[config.mk]
export PLATFORM = sky130hd
export DESIGN_NAME = uart_rx_flat
export DESIGN_NICKNAME = d
export VERILOG_FILES = /design/src/rtl/uart_rx_if.sv /design/src/rtl/uart_rx.sv /design/src/flat_wrapper.sv
export SDC_FILE = /design/constraint.sdc
export NUM_CORES = 1
export LEC_CHECK = 0
export ABC_CLOCK_PERIOD_IN_PS = 2770
export CAP_MARGIN = 20
export CORE_ASPECT_RATIO = 0.5
export CORE_UTILIZATION = 59
export DETAILED_ROUTE_END_ITERATION = 6
export GPL_TIMING_DRIVEN = 0
export PLACE_DENSITY = 0.85
export SETUP_SLACK_MARGIN = 0.2
export SLEW_MARGIN = 10
export SYNTH_ARGS = -nofsm -noshare
export SYNTH_HDL_FRONTEND = slang
export SYNTH_SLANG_ARGS = --single-unit
[constraint.sdc]
create_clock -name clk -period 2.77 [get_ports clk]
set_input_delay 0.554 -clock clk [delete_from_list [all_inputs] [get_ports clk]]
set_output_delay 0.554 -clock clk [all_outputs]
set_load 0.02 [all_outputs]
[src/rtl/uart_rx_if.sv]
// uart_rx_if: serial-side and FIFO-side signals of the UART byte receiver.
// The master modport is the receiver. It consumes the line and the FIFO full flag,
// and drives the byte strobe and the status pulses. The slave modport is its mirror.
interface uart_rx_if;
  logic       rx_in;
  logic       fifo_full;
  logic [7:0] rx_data;
  logic       rx_valid;
  logic       busy;
  logic       framing_err;
  logic       parity_err;
  logic       overrun_err;

  modport master (
    input  rx_in,
    input  fifo_full,
    output rx_data,
    output rx_valid,
    output busy,
    output framing_err,
    output parity_err,
    output overrun_err
  );

  modport slave (
    output rx_in,
    output fifo_full,
    input  rx_data,
    input  rx_valid,
    input  busy,
    input  framing_err,
    input  parity_err,
    input  overrun_err
  );
endinterface

[src/rtl/uart_rx.sv]
// uart_rx: 8-bit UART receiver feeding an RX byte FIFO.
// - Synchronises rx_in through two flops.
// - Qualifies the start bit at mid-bit.
// - Samples 8 data bits LSB first at mid-bit, then checks the stop bit.
// - Emits one registered pulse per completed frame:
//   rx_valid, framing_err, parity_err or overrun_err.
// Optional feature macro: UART_RX_PARITY_EN adds a parity bit between the
// data bits and the stop bit. PARITY_ODD selects odd (1) or even (0) parity.
// Without the macro, parity_err is tied low.
module uart_rx #(
  parameter int BAUD_DIV   = 868,
  parameter int PARITY_ODD = 0
) (
  input logic       clk,
  input logic       reset,
  uart_rx_if.master bus
);

  localparam int               CNT_W    = $clog2(BAUD_DIV);
  localparam logic [CNT_W-1:0] CNT_LAST = CNT_W'(BAUD_DIV - 1);
  localparam logic [CNT_W-1:0] CNT_HALF = CNT_W'(BAUD_DIV / 2 - 1);
  localparam logic [CNT_W-1:0] CNT_ONE  = CNT_W'(1);
  localparam logic [CNT_W-1:0] CNT_ZERO = CNT_W'(0);
  localparam bit CFG_OK = (BAUD_DIV >= 8) && ((BAUD_DIV % 2) == 0) &&
                          ((PARITY_ODD == 0) || (PARITY_ODD == 1));

  // Reject parameter sets the bit timing cannot honour.
  generate
    if (!CFG_OK) begin : g_cfg_invalid
      $error("uart_rx: BAUD_DIV must be even and >= 8, PARITY_ODD must be 0 or 1");
    end
  endgenerate

  typedef enum logic [2:0] {
    ST_IDLE   = 3'd0,
    ST_START  = 3'd1,
    ST_DATA   = 3'd2,
`ifdef UART_RX_PARITY_EN
    ST_PARITY = 3'd3,
`endif
    ST_STOP   = 3'd4
  } state_t;

`ifdef UART_RX_PARITY_EN
  localparam logic PAR_SENSE = 1'(PARITY_ODD);

  // Even-parity reduction of a data byte.
  function automatic logic parity8(input logic [7:0] d);
    return ^d;
  endfunction
`endif

  // Synchroniser and FSM state.
  logic             sync1_r;
  logic             rx_s;
  state_t           state_r;
  state_t           state_next_s;
  logic [CNT_W-1:0] cnt_r;
  logic [2:0]       bit_idx_r;
  logic [7:0]       shift_r;

  // Registered outputs.
  logic [7:0]       rx_data_r;
  logic             valid_r;
  logic             ferr_r;
  logic             oerr_r;
  logic             busy_r;

  // Per-cycle control decoded by the FSM.
  logic             cnt_clr_s;
  logic             shift_en_s;
  logic             emit_valid_s;
  logic             emit_ferr_s;
  logic             emit_oerr_s;

`ifdef UART_RX_PARITY_EN
  logic             par_sample_s;
  logic             emit_perr_s;
  logic             parity_bad_r;
  logic             perr_r;
`endif

  // Two-flop synchroniser for the asynchronous line. Both flops idle high.
  always_ff @(posedge clk or posedge reset) begin
    if (reset) begin
      sync1_r <= 1'b1;
      rx_s    <= 1'b1;
    end else begin
      sync1_r <= bus.rx_in;
      rx_s    <= sync1_r;
    end
  end

  // FSM state register.
  always_ff @(posedge clk or posedge reset) begin
    if (reset) begin
      state_r <= ST_IDLE;
    end else begin
      state_r <= state_next_s;
    end
  end

  // Next-state and per-cycle control. Every sample point clears the bit counter.
  always_comb begin
    state_next_s = state_r;
    cnt_clr_s    = 1'b0;
    shift_en_s   = 1'b0;
    emit_valid_s = 1'b0;
    emit_ferr_s  = 1'b0;
    emit_oerr_s  = 1'b0;
`ifdef UART_RX_PARITY_EN
    par_sample_s = 1'b0;
    emit_perr_s  = 1'b0;
`endif
    case (state_r)
      ST_IDLE: begin
        cnt_clr_s = 1'b1;
        if (!rx_s) begin
          state_next_s = ST_START;
        end else begin
          state_next_s = ST_IDLE;
        end
      end

      ST_START: begin
        if (cnt_r == CNT_HALF) begin
          cnt_clr_s = 1'b1;
          // A line back high at mid-start was a glitch. Drop it silently.
          if (!rx_s) begin
            state_next_s = ST_DATA;
          end else begin
            state_next_s = ST_IDLE;
          end
        end else begin
          cnt_clr_s = 1'b0;
        end
      end

      ST_DATA: begin
        if (cnt_r == CNT_LAST) begin
          cnt_clr_s  = 1'b1;
          shift_en_s = 1'b1;
          if (bit_idx_r == 3'd7) begin
`ifdef UART_RX_PARITY_EN
            state_next_s = ST_PARITY;
`else
            state_next_s = ST_STOP;
`endif
          end else begin
            state_next_s = ST_DATA;
          end
        end else begin
          cnt_clr_s = 1'b0;
        end
      end

`ifdef UART_RX_PARITY_EN
      ST_PARITY: begin
        if (cnt_r == CNT_LAST) begin
          cnt_clr_s    = 1'b1;
          par_sample_s = 1'b1;
          state_next_s = ST_STOP;
        end else begin
          cnt_clr_s = 1'b0;
        end
      end
`endif

      ST_STOP: begin
        if (cnt_r == CNT_LAST) begin
          // Leave at mid-stop so the next start edge is caught promptly.
          cnt_clr_s    = 1'b1;
          state_next_s = ST_IDLE;
          // Outcome priority: framing, then parity, then overrun, then accept.
          if (!rx_s) begin
            emit_ferr_s = 1'b1;
`ifdef UART_RX_PARITY_EN
          end else if (parity_bad_r) begin
            emit_perr_s = 1'b1;
`endif
          end else if (bus.fifo_full) begin
            emit_oerr_s = 1'b1;
          end else begin
            emit_valid_s = 1'b1;
          end
        end else begin
          cnt_clr_s = 1'b0;
        end
      end

      default: begin
        cnt_clr_s    = 1'b1;
        state_next_s = ST_IDLE;
      end
    endcase
  end

  // Bit-period counter. It holds at zero in IDLE and restarts at every state entry.
  always_ff @(posedge clk or posedge reset) begin
    if (reset) begin
      cnt_r <= CNT_ZERO;
    end else if (cnt_clr_s) begin
      cnt_r <= CNT_ZERO;
    end else begin
      cnt_r <= cnt_r + CNT_ONE;
    end
  end

  // Data bit index and LSB-first shift register.
  always_ff @(posedge clk or posedge reset) begin
    if (reset) begin
      bit_idx_r <= 3'd0;
      shift_r   <= 8'h00;
    end else begin
      if (state_r != ST_DATA) begin
        bit_idx_r <= 3'd0;
      end else if (shift_en_s) begin
        bit_idx_r <= bit_idx_r + 3'd1;
      end else begin
        bit_idx_r <= bit_idx_r;
      end
      if (shift_en_s) begin
        shift_r <= {rx_s, shift_r[7:1]};
      end else begin
        shift_r <= shift_r;
      end
    end
  end

`ifdef UART_RX_PARITY_EN
  // Compare the received parity bit against the expected parity of the byte.
  always_ff @(posedge clk or posedge reset) begin
    if (reset) begin
      parity_bad_r <= 1'b0;
    end else if (par_sample_s) begin
      parity_bad_r <= rx_s ^ parity8(shift_r) ^ PAR_SENSE;
    end else begin
      parity_bad_r <= parity_bad_r;
    end
  end
`endif

  // Registered frame outcome pulses, busy flag and accepted-byte holding register.
  always_ff @(posedge clk or posedge reset) begin
    if (reset) begin
      rx_data_r <= 8'h00;
      valid_r   <= 1'b0;
      ferr_r    <= 1'b0;
      oerr_r    <= 1'b0;
      busy_r    <= 1'b0;
`ifdef UART_RX_PARITY_EN
      perr_r    <= 1'b0;
`endif
    end else begin
      valid_r <= emit_valid_s;
      ferr_r  <= emit_ferr_s;
      oerr_r  <= emit_oerr_s;
      busy_r  <= (state_next_s != ST_IDLE);
`ifdef UART_RX_PARITY_EN
      perr_r  <= emit_perr_s;
`endif
      if (emit_valid_s) begin
        rx_data_r <= shift_r;
      end else begin
        rx_data_r <= rx_data_r;
      end
    end
  end

  assign bus.rx_data     = rx_data_r;
  assign bus.rx_valid    = valid_r;
  assign bus.framing_err = ferr_r;
  assign bus.overrun_err = oerr_r;
  assign bus.busy        = busy_r;
`ifdef UART_RX_PARITY_EN
  assign bus.parity_err  = perr_r;
`else
  assign bus.parity_err  = 1'b0;
`endif

endmodule
[src/flat_wrapper.sv]
// flat-port wrapper written by rule: the top's interface ports become plain ports
module uart_rx_flat 
#(
  parameter int BAUD_DIV   = 868,
  parameter int PARITY_ODD = 0
)
  (clk, reset, bus_rx_in, bus_fifo_full, bus_rx_data, bus_rx_valid, bus_busy, bus_framing_err, bus_parity_err, bus_overrun_err);
  uart_rx_if bus_i ();
  input logic clk;
  input logic reset;
  input wire logic [$bits(bus_i.rx_in)-1:0] bus_rx_in;
  input wire logic [$bits(bus_i.fifo_full)-1:0] bus_fifo_full;
  output wire logic [$bits(bus_i.rx_data)-1:0] bus_rx_data;
  output wire logic [$bits(bus_i.rx_valid)-1:0] bus_rx_valid;
  output wire logic [$bits(bus_i.busy)-1:0] bus_busy;
  output wire logic [$bits(bus_i.framing_err)-1:0] bus_framing_err;
  output wire logic [$bits(bus_i.parity_err)-1:0] bus_parity_err;
  output wire logic [$bits(bus_i.overrun_err)-1:0] bus_overrun_err;
  assign bus_i.rx_in = bus_rx_in;
  assign bus_i.fifo_full = bus_fifo_full;
  assign bus_rx_data = bus_i.rx_data;
  assign bus_rx_valid = bus_i.rx_valid;
  assign bus_busy = bus_i.busy;
  assign bus_framing_err = bus_i.framing_err;
  assign bus_parity_err = bus_i.parity_err;
  assign bus_overrun_err = bus_i.overrun_err;
  uart_rx #(.BAUD_DIV(BAUD_DIV), .PARITY_ODD(PARITY_ODD)) u_core (.clk(clk), .reset(reset), .bus(bus_i));
endmodule
Word level (Yosys, flattened, before mapping)
Cells that the tools add are included.
{ "classes": {"n_shift": 0, "muxes": 25, "div": 0, "n_mul": 0, "order_cmp": 0, "n_bitwise": 0, "add_sub_neg": 2, "eq_ne": 7, "n_reduce_logical": 4} }
{ "op_table": {"columns": ["operator", "count"], "rows": [
  ["$mux 3", 6],
  ["$mux 1", 15],
  ["$pmux 3 s4", 1],
  ["$add 10x1->10 const B", 1],
  ["$eq 10x10->1 const B", 1],
  ["$eq 10x9->1 const B", 1],
  ["$mux 10", 1],
  ["$eq 3x3->1 const B", 2],
  ["$add 3x1->3 const B", 1],
  ["$eq 3x1->1 const B", 1],
  ["$eq 3x2->1 const B", 1],
  ["$logic_not 3->1", 1],
  ["$ne 3x2->1 const B", 1],
  ["$reduce_bool 3->1", 1],
  ["$mux 2", 1],
  ["$pmux 1 s2", 1],
  ["$reduce_bool 2->1", 1],
  ["$reduce_or 2->1", 1]
]} }
{ "totals": {"wordCells": 49, "reg_bits": 38, "ram_bits": 0, "romBits": 0, "out_inout_bits": 13, "latchBits": 0, "memories": 0, "inputBits": 4} }

Logic depth before layout (Yosys ltp)
Gate-level depths: netlist of the first run.
{ "logic_depth": {"word_depth": 5, "depth_mapped": 6, "depth_no_buf": 6} }

Least setup slack after synthesis of the first run
Ideal clock, no wire load.
{ "synth_timing": {"kind": "register -> register", "start": "register u_core.cnt_r[0]", "end": "register u_core.rx_data_r[0], in the netlist u_core.bus.rx_data[0]", "arrival_ps": 1731, "required_ps": 2645, "setup_slack_ps": 914, "setup_ps": 125, "synth_period_minus_slack_ps": 1856, "path_stages_with_launch": 7, "n_path_buf": 1, "cell_sequence": "dfrtp_1 -> ha_1 -> and4bb_1 -> nand4_1 -> or3_1 -> buf_4 -> mux2_4"} }
{ "synth_via": {"elab_chain_cells": 3} }
{ "synth_lines": {"columns": ["item", "line_no", "source"], "rows": [
  ["start: declaration", "uart_rx.sv:58", "logic [CNT_W-1:0] cnt_r;"],
  ["start signal: assignment", "uart_rx.sv:205", "cnt_r <= cnt_r + CNT_ONE;"],
  ["$eq 10x10->1", "uart_rx.sv:170", "if (cnt_r == CNT_LAST) begin"],
  ["$mux 1", "uart_rx.sv:170", null],
  ["$mux 1", "uart_rx.sv:115", "case (state_r)"],
  ["end signal: assignment", "uart_rx.sv:263", "rx_data_r <= shift_r;"],
  ["end signal: assignment", "uart_rx.sv:265", "rx_data_r <= rx_data_r;"],
  ["end: declaration", "uart_rx.sv:63", "logic [7:0] rx_data_r;"]
]} }
No other way between the ends.
A chain may end at the register's enable or synchronous reset.

Worst setup path after layout of the first run
Same ends and word-level chain as after synthesis.

==> results_dict.tcl, run 1 <==
set metrics [dict create \
    status "finished clean" \
    holdBufCountCts 0 \
    grt_pass1_vias 1005 \
    fin_crit_sh_pct 74.8 \
    clkLatencyLatePin_ns 0.29 \
    syn_area_per_cell_um2 12.7 \
    io_buffer_count 15 \
    area_growth_pct 18.7 \
    required_ns 2.95 \
    synth_ff_type "dfrtp_1" \
    ys_ff_latch 38 \
    die_area_mm2 0.00304 \
    peakVddDrop_v 0.000283 \
    placementRows 13 \
    ys_seq_area_share_pct 57.6 \
    synthTopCellsByArea "dfrtp_1 (54%), mux2_4 (7.3%), mux2_1 (5.4%)" \
    die_w_um 76.9 \
    start_kind "register" \
    cts_tree "built" \
    drtIter0Drc 36 \
    max_stage_delay_ns 0.43 \
    wl_per_cell_um 15.0 \
    setup_viol 0 \
    p_per_area_mw_per_mm2 536 \
    synth.cells.most_frequent "dfrtp_1 (36), nor2_1 (17), mux2_1 (8), mux2_4 (8)" \
    io_pins 17 \
    ant_nets 0 \
    cts.sinks 38 \
    dr.pass1.iters 4 \
    cp_slowest_cell "dfrtp_1" \
    track_usage_pct 22.1 \
    cts_resized 0 \
    tns_ns 0 \
    finalClockSkew_ns 0.00430 \
    grt_max_degree 39 \
    synth_nets 138 \
    drv_cap 0 \
    numCtsBuffers 5 \
    cts_setup_buffers 0 \
    clk_pin_slew_worst_paths_ns 0.07 \
    maxSlewViolCount 0 \
    numPlacedInstances 182 \
    async_flop_share_pct 100 \
    cts_root_buf "clkbuf_8" \
    yosysWarnings 0 \
    core_area_mm2 0.00264 \
    vias_per_cell 5.40 \
    nets 160 \
    crit_chain "ha_1 > and4bb_1 > nand4_1 > or3_1 > buf_4 > mux2_4" \
    final_layout_size_suffix_gt1_share_pct 17.1 \
    maxSlewHeadroom_pct 49.6 \
    syn_area_mm2 0.00166 \
    antenna_found_initial 0 \
    finalWeightedCongestion 0.735 \
    grt_setup_unrepaired "no" \
    clock_path_buffers 2 \
    grt_overflow 0 \
    period_needed_ns 2.07 \
    htreeDepth 2 \
    yosysUniqueCellTypes 32 \
    vias 1020 \
    netlist.area_leader.share_pct 54.4 \
    cp-end-kind "register" \
    hold_class "register to register" \
    netlist_instances 130 \
    crit_fanout 9 \
    critPathKind "register to register" \
    start_util_pct 62.9 \
    num_antenna_cells 0 \
    drc 0 \
    fin_cells 189 \
    p_leak_nw 0.952 \
    routed_wl_um 2830 \
    hold_violations 0 \
    hpwl_um 1920 \
    critPathArrivalTime_ns 2.25 \
    synth_edf_count 0 \
    synth_area_leader_cell "dfrtp_1" \
    synth.most_common_cell "dfrtp_1" \
    fmax_mhz 483 \
    worst_pin_slew_ns 0.755 \
    die_y_um 39.5 \
    grt_pass1_wl_um 4700 \
]
stage by stage:
step | setup slack (ns) | area, um2 | utilization, % | power (mW) | hold slack (ns)
2_1_floorplan | 0.914 | 1660 | - | 0.580 | 0.345
3_3_place_gp | 0.597 | 1850 | 70.3 | 0.587 | 0.346
3_5_place_dp | 0.726 | 1850 | 70.3 | 0.587 | 0.350
4_1_cts | 0.686 | 1970 | 74.6 | 1.06 | 0.364
5_1_grt | 0.586 | 1970 | 74.6 | 1.08 | 0.366
6_report | 0.697 | 1970 | 74.6 | 1.05 | 0.363
critical path, delay by kind of cell (launching register included):
kind | cells | cell delay [ns]
adders and majority gates | 1 | 0.31
and+or+nand+nor | 3 | 0.72
muxes | 1 | 0.31
buffers and inverters | 1 | 0.20
DFF | 1 | 0.43
logic make-up after synthesis:
family / after synthesis / share of synthesized area (%)
XOR/XNOR: 9 / 4.76
flip-flops: 38 / 57.6
adder cells (fa/ha/maj): 4 / 3.02
other: 1 / 0.226
AND/OR/NAND/NOR: 48 / 16.1
buffers and inverters: 7 / 2.11
AO/OA/AOI/OAI: 5 / 2.34
multiplexers: 18 / 13.9
area by class of cell:
class                           count  area [um2]
Clock buffer                        6        82.6
Inverter                            4        15.0
Clock inverter                      1        30.0
Fill cell                         174         669
Multi-Input combinational cell     85         668
Tap cell                           37        46.3
Sequential cell                    38         953
Timing Repair Buffer               15         150
Buffer                              3        20.0
final timing paths:
kind	to	cells after the start	from	slack [ns]
worst max register to register	u_core.bus.rx_data[0]$_DFFE_PP0P_	6	u_core.cnt_r[0]$_DFF_PP0_	0.70
max in group asynchronous	u_core.bit_idx_r[2]$_DFFE_PP0P_	2	reset	1.58
worst max-delay path	u_core.bus.rx_data[0]$_DFFE_PP0P_	6	u_core.cnt_r[0]$_DFF_PP0_	0.70
worst min register to register	u_core.rx_s$_DFF_PP1_	0	u_core.sync1_r$_DFF_PP1_	0.36
worst min-delay path	u_core.rx_s$_DFF_PP1_	0	u_core.sync1_r$_DFF_PP1_	0.36
min in group asynchronous	u_core.cnt_r[9]$_DFF_PP0_	2	reset	0.71
flip-flops by register name, indices dropped and copies added, names as in the netlist, 3 cells and up:
name / flops
u_core.bit_idx_r: 3
u_core.bus.rx_data: 8
u_core.cnt_r: 10
u_core.shift_r: 8
u_core.state_r: 3
power breakdown:
| group | switching (mW) | internal (mW) | total, mW | leakage (nW) |
|---|---|---|---|---|
| logic | 0.0122 | 0.00498 | 0.0172 | 0.391 |
| registers | 0.00171 | 0.557 | 0.559 | 0.504 |
| clock network | 0.190 | 0.288 | 0.478 | 0.0573 |
metal layers:
layer	routed length, um	part of all wire (%)	global-route usage, %	vias to the layer above
met5	0	0	0	-
met3	106	3.7	6.74	9
met4	56	2.0	14.9	0
met2	1410	50	37.9	19
met1	1260	44	25.1	501
li1	-	-	-	491
cells in the final DEF (no fill, tap or decap), drive strengths merged, types with 2 or more instances in the layout:
cell type,instances
nor3b,3
mux2i,2
nor3,3
clkbuf,6
nand4,3
inv,4
nand2,6
and2,2
xor2,6
a21oi,2
buf,3
and4,2
mux2,16
nand3,5
dfrtp,36
xnor2,3
ha,4
nor2,18
clkdlybuf4s50,15
and3,2
dfstp,2
Power figures use the tool's default switching activity.
==> run 2: changes to the inputs <==
--- a/config.mk
+++ b/config.mk
@@ -5,13 +5,13 @@
 export SDC_FILE = /design/constraint.sdc
 export NUM_CORES = 1
 export LEC_CHECK = 0
-export ABC_CLOCK_PERIOD_IN_PS = 2770
+export ABC_CLOCK_PERIOD_IN_PS = 1800
 export CAP_MARGIN = 20
 export CORE_ASPECT_RATIO = 0.5
-export CORE_UTILIZATION = 59
+export CORE_UTILIZATION = 50
 export DETAILED_ROUTE_END_ITERATION = 6
 export GPL_TIMING_DRIVEN = 0
-export PLACE_DENSITY = 0.85
+export PLACE_DENSITY = 0.77
 export SETUP_SLACK_MARGIN = 0.2
 export SLEW_MARGIN = 10
 export SYNTH_ARGS = -nofsm -noshare
==> constraint.sdc (replaced) <==
create_clock -name clk -period 1.8 [get_ports clk]
set_input_delay 0.36 -clock clk [delete_from_list [all_inputs] [get_ports clk]]
set_output_delay 0.36 -clock clk [all_outputs]
set_load 0.02 [all_outputs]
==> results_dict.tcl, run 2 (same netlist as run 1, synthesis figures left out) <==
set metrics [dict create \
    status "finished, violations left" \
    violations "negative setup slack" \
    regToRegStartpoint "u_core.cnt_r[7]$_DFF_PP0_" \
    fin_cells 209 \
    worstRegToRegCells 5 \
    min_path_cells 0 \
    core_area_mm2 0.00308 \
    cts_root_buf "clkbuf_8" \
    antenna_found_initial 0 \
    htreeDepth 2 \
    drv_cap 0 \
    cp-end-kind "register" \
    grt_pass1_wl_um 5230 \
    wl_per_cell_um 15.9 \
    placed_area_mm2 0.00187 \
    multi_input_area_um2 768 \
    maxSlewViolCount 0 \
    dr.pass1.iters 4 \
    cp_slowest_cell "dfrtp_1" \
    fmax_mhz 542 \
    start_util_pct 53.7 \
    hpwl_um 1770 \
    nFillCells 198 \
    ant_nets 0 \
    final_layout_size_suffix_gt1_share_pct 36.7 \
    vias 1113 \
    critPathArrivalTime_ns 2.02 \
    period_needed_ns 1.85 \
    largest_reg_flops 10 \
    io_buffer_count 15 \
    holdBufCountCts 0 \
    final_cell_area_mm2 0.00226 \
    worstPathBufferInverterCount 1 \
    seq_area_um2 956 \
    finalClockSkew_ns 0.00740 \
    worst_pin_slew_ns 0.763 \
    tns_ns -0.290 \
    final_common_cell "dfrtp_1" \
    num_antenna_cells 0 \
    dp_slack_ns -0.122 \
    cts_tree "built" \
    crit_chain "and4bb_1 > nand4_1 > or3_1 > buf_6 > mux2_4" \
    p_leak_nw 1.12 \
    hold_violations 0 \
    start_kind "register" \
    die_y_um 42.7 \
    hold_class "register to register" \
    placementRows 14 \
    track_usage_pct 19.6 \
    crit_fanout 9 \
    fin_crit_sh_pct 103 \
    numCtsBuffers 5 \
    worstHoldStart "u_core.sync1_r$_DFF_PP1_" \
    die_w_um 83.4 \
    io_pins 17 \
    routed_wl_um 3330 \
    grt_pass1_vias 1120 \
    required_ns 1.98 \
    die_area_mm2 0.00356 \
    setup_viol 8 \
    grt_max_degree 39 \
    grt_setup_unrepaired "yes" \
    area_growth_pct 36.2 \
    drtIter0Drc 46 \
    nets 176 \
    p_total_mw 1.78 \
    regMostFlops "u_core.cnt_r" \
    p_per_area_mw_per_mm2 787 \
    vias_per_cell 5.33 \
    critPathKind "register to register" \
    mostFrequentLayoutCells "dfrtp_1 (34), nor2_1 (17), mux2_4 (16), buf_4 (12), dlygate4sd2_1 (10)" \
    peakVddDrop_v 0.000440 \
    clock_path_buffers 2 \
    fin_ws_ns -0.0457 \
    maxSlewHeadroom_pct 49.1 \
    whs_endpoint "u_core.rx_s$_DFF_PP1_" \
    max_stage_delay_ns 0.45 \
    finalWeightedCongestion 0.790 \
    crit_family "simple AND/OR/NAND/NOR gates" \
    numPlacedInstances 185 \
    cts.sinks 38 \
    reg2reg_to "u_core.bus.rx_data[0]$_DFFE_PP0P_" \
    grt_overflow 0 \
    clk_pin_slew_worst_paths_ns 0.07 \
    clkLatencyLatePin_ns 0.29 \
    drc 0 \
    crit_start "u_core.cnt_r[7]$_DFF_PP0_" \
    reg2reg_slack_ns -0.05 \
]
-- run 2: changes by cell type in the layout (fill, tap and decap cells not counted), moves of 2 or more --
cell	previous run	this run
a21oi_1	2	0
a21oi_2	0	2
buf_4	2	12
buf_6	0	5
clkdlybuf4s50_1	15	3
dfrtp_1	36	34
dfrtp_2	0	2
dlygate4sd2_1	0	10
dlymetal6s2s_1	0	2
ha_1	4	2
ha_4	0	2
mux2_1	8	0
mux2_4	8	16
-- run 2: metal layers --
layer / vias to the layer above / part of all wire, % / global-route usage (%)
li1: 521 / - / -
met1: 554 / 46 / 24.1
met2: 33 / 49 / 33.6
met3: 5 / 4.7 / 5.45
met4: 0 / 0.81 / 7.59
met5: - / 0 / 0
-- run 2: repair_timing --
action / CTS / global route
setup endpoints to repair: 41 / 32
setup buffers: 10 / 6
pin swaps: 6 / 8
resized for setup: 19 / 21
-- run 2: how the worst max path moves through the flow --
stage / endpoint / slack, ns / cells past startpoint
final: u_core.bus.rx_data[0]$_DFFE_PP0P_ / -0.05 / 5
after global routing: u_core.bus.rx_data[2]$_DFFE_PP0P_ / -0.1 / 5
after CTS: u_core.shift_r[3]$_DFFE_PP0P_ / 0.0004 / 6
after detailed placement: u_core.bus.rx_data[0]$_DFFE_PP0P_ / -0.12 / 6
after global placement: u_core.bit_idx_r[1]$_DFFE_PP0P_ / -0.20 / 2
after floorplan: u_core.bus.rx_data[0]$_DFFE_PP0P_ / 0.009 / 6
-- run 2: where the power goes --
group,leakage [nW],internal (mW),switching (mW)
Combinational,0.546,0.00773,0.0194
Clock,0.0714,0.591,0.297
Sequential,0.501,0.857,0.00326
-- run 2: layout make-up --
| cell class | count | area share, % |
|---|---|---|
| clock buffers | 6 | 3.66 |
| inverters | 4 | 0.666 |
| well taps | 40 | 2.22 |
| clock inverters | 2 | 2.66 |
| multi-input cells | 85 | 34.1 |
| repair buffers | 31 | 13.0 |
| flip-flops and latches | 38 | 42.4 |
| plain buffers | 3 | 1.33 |
-- run 2: per-stage QoR --
step           utilization [%]  hold WS, ns
4_1_cts                   68.7        0.364
3_3_place_gp              60.8        0.346
5_1_grt                   73.2        0.372
2_1_floorplan                -        0.345
6_report                  73.2        0.363
3_5_place_dp              60.8        0.354
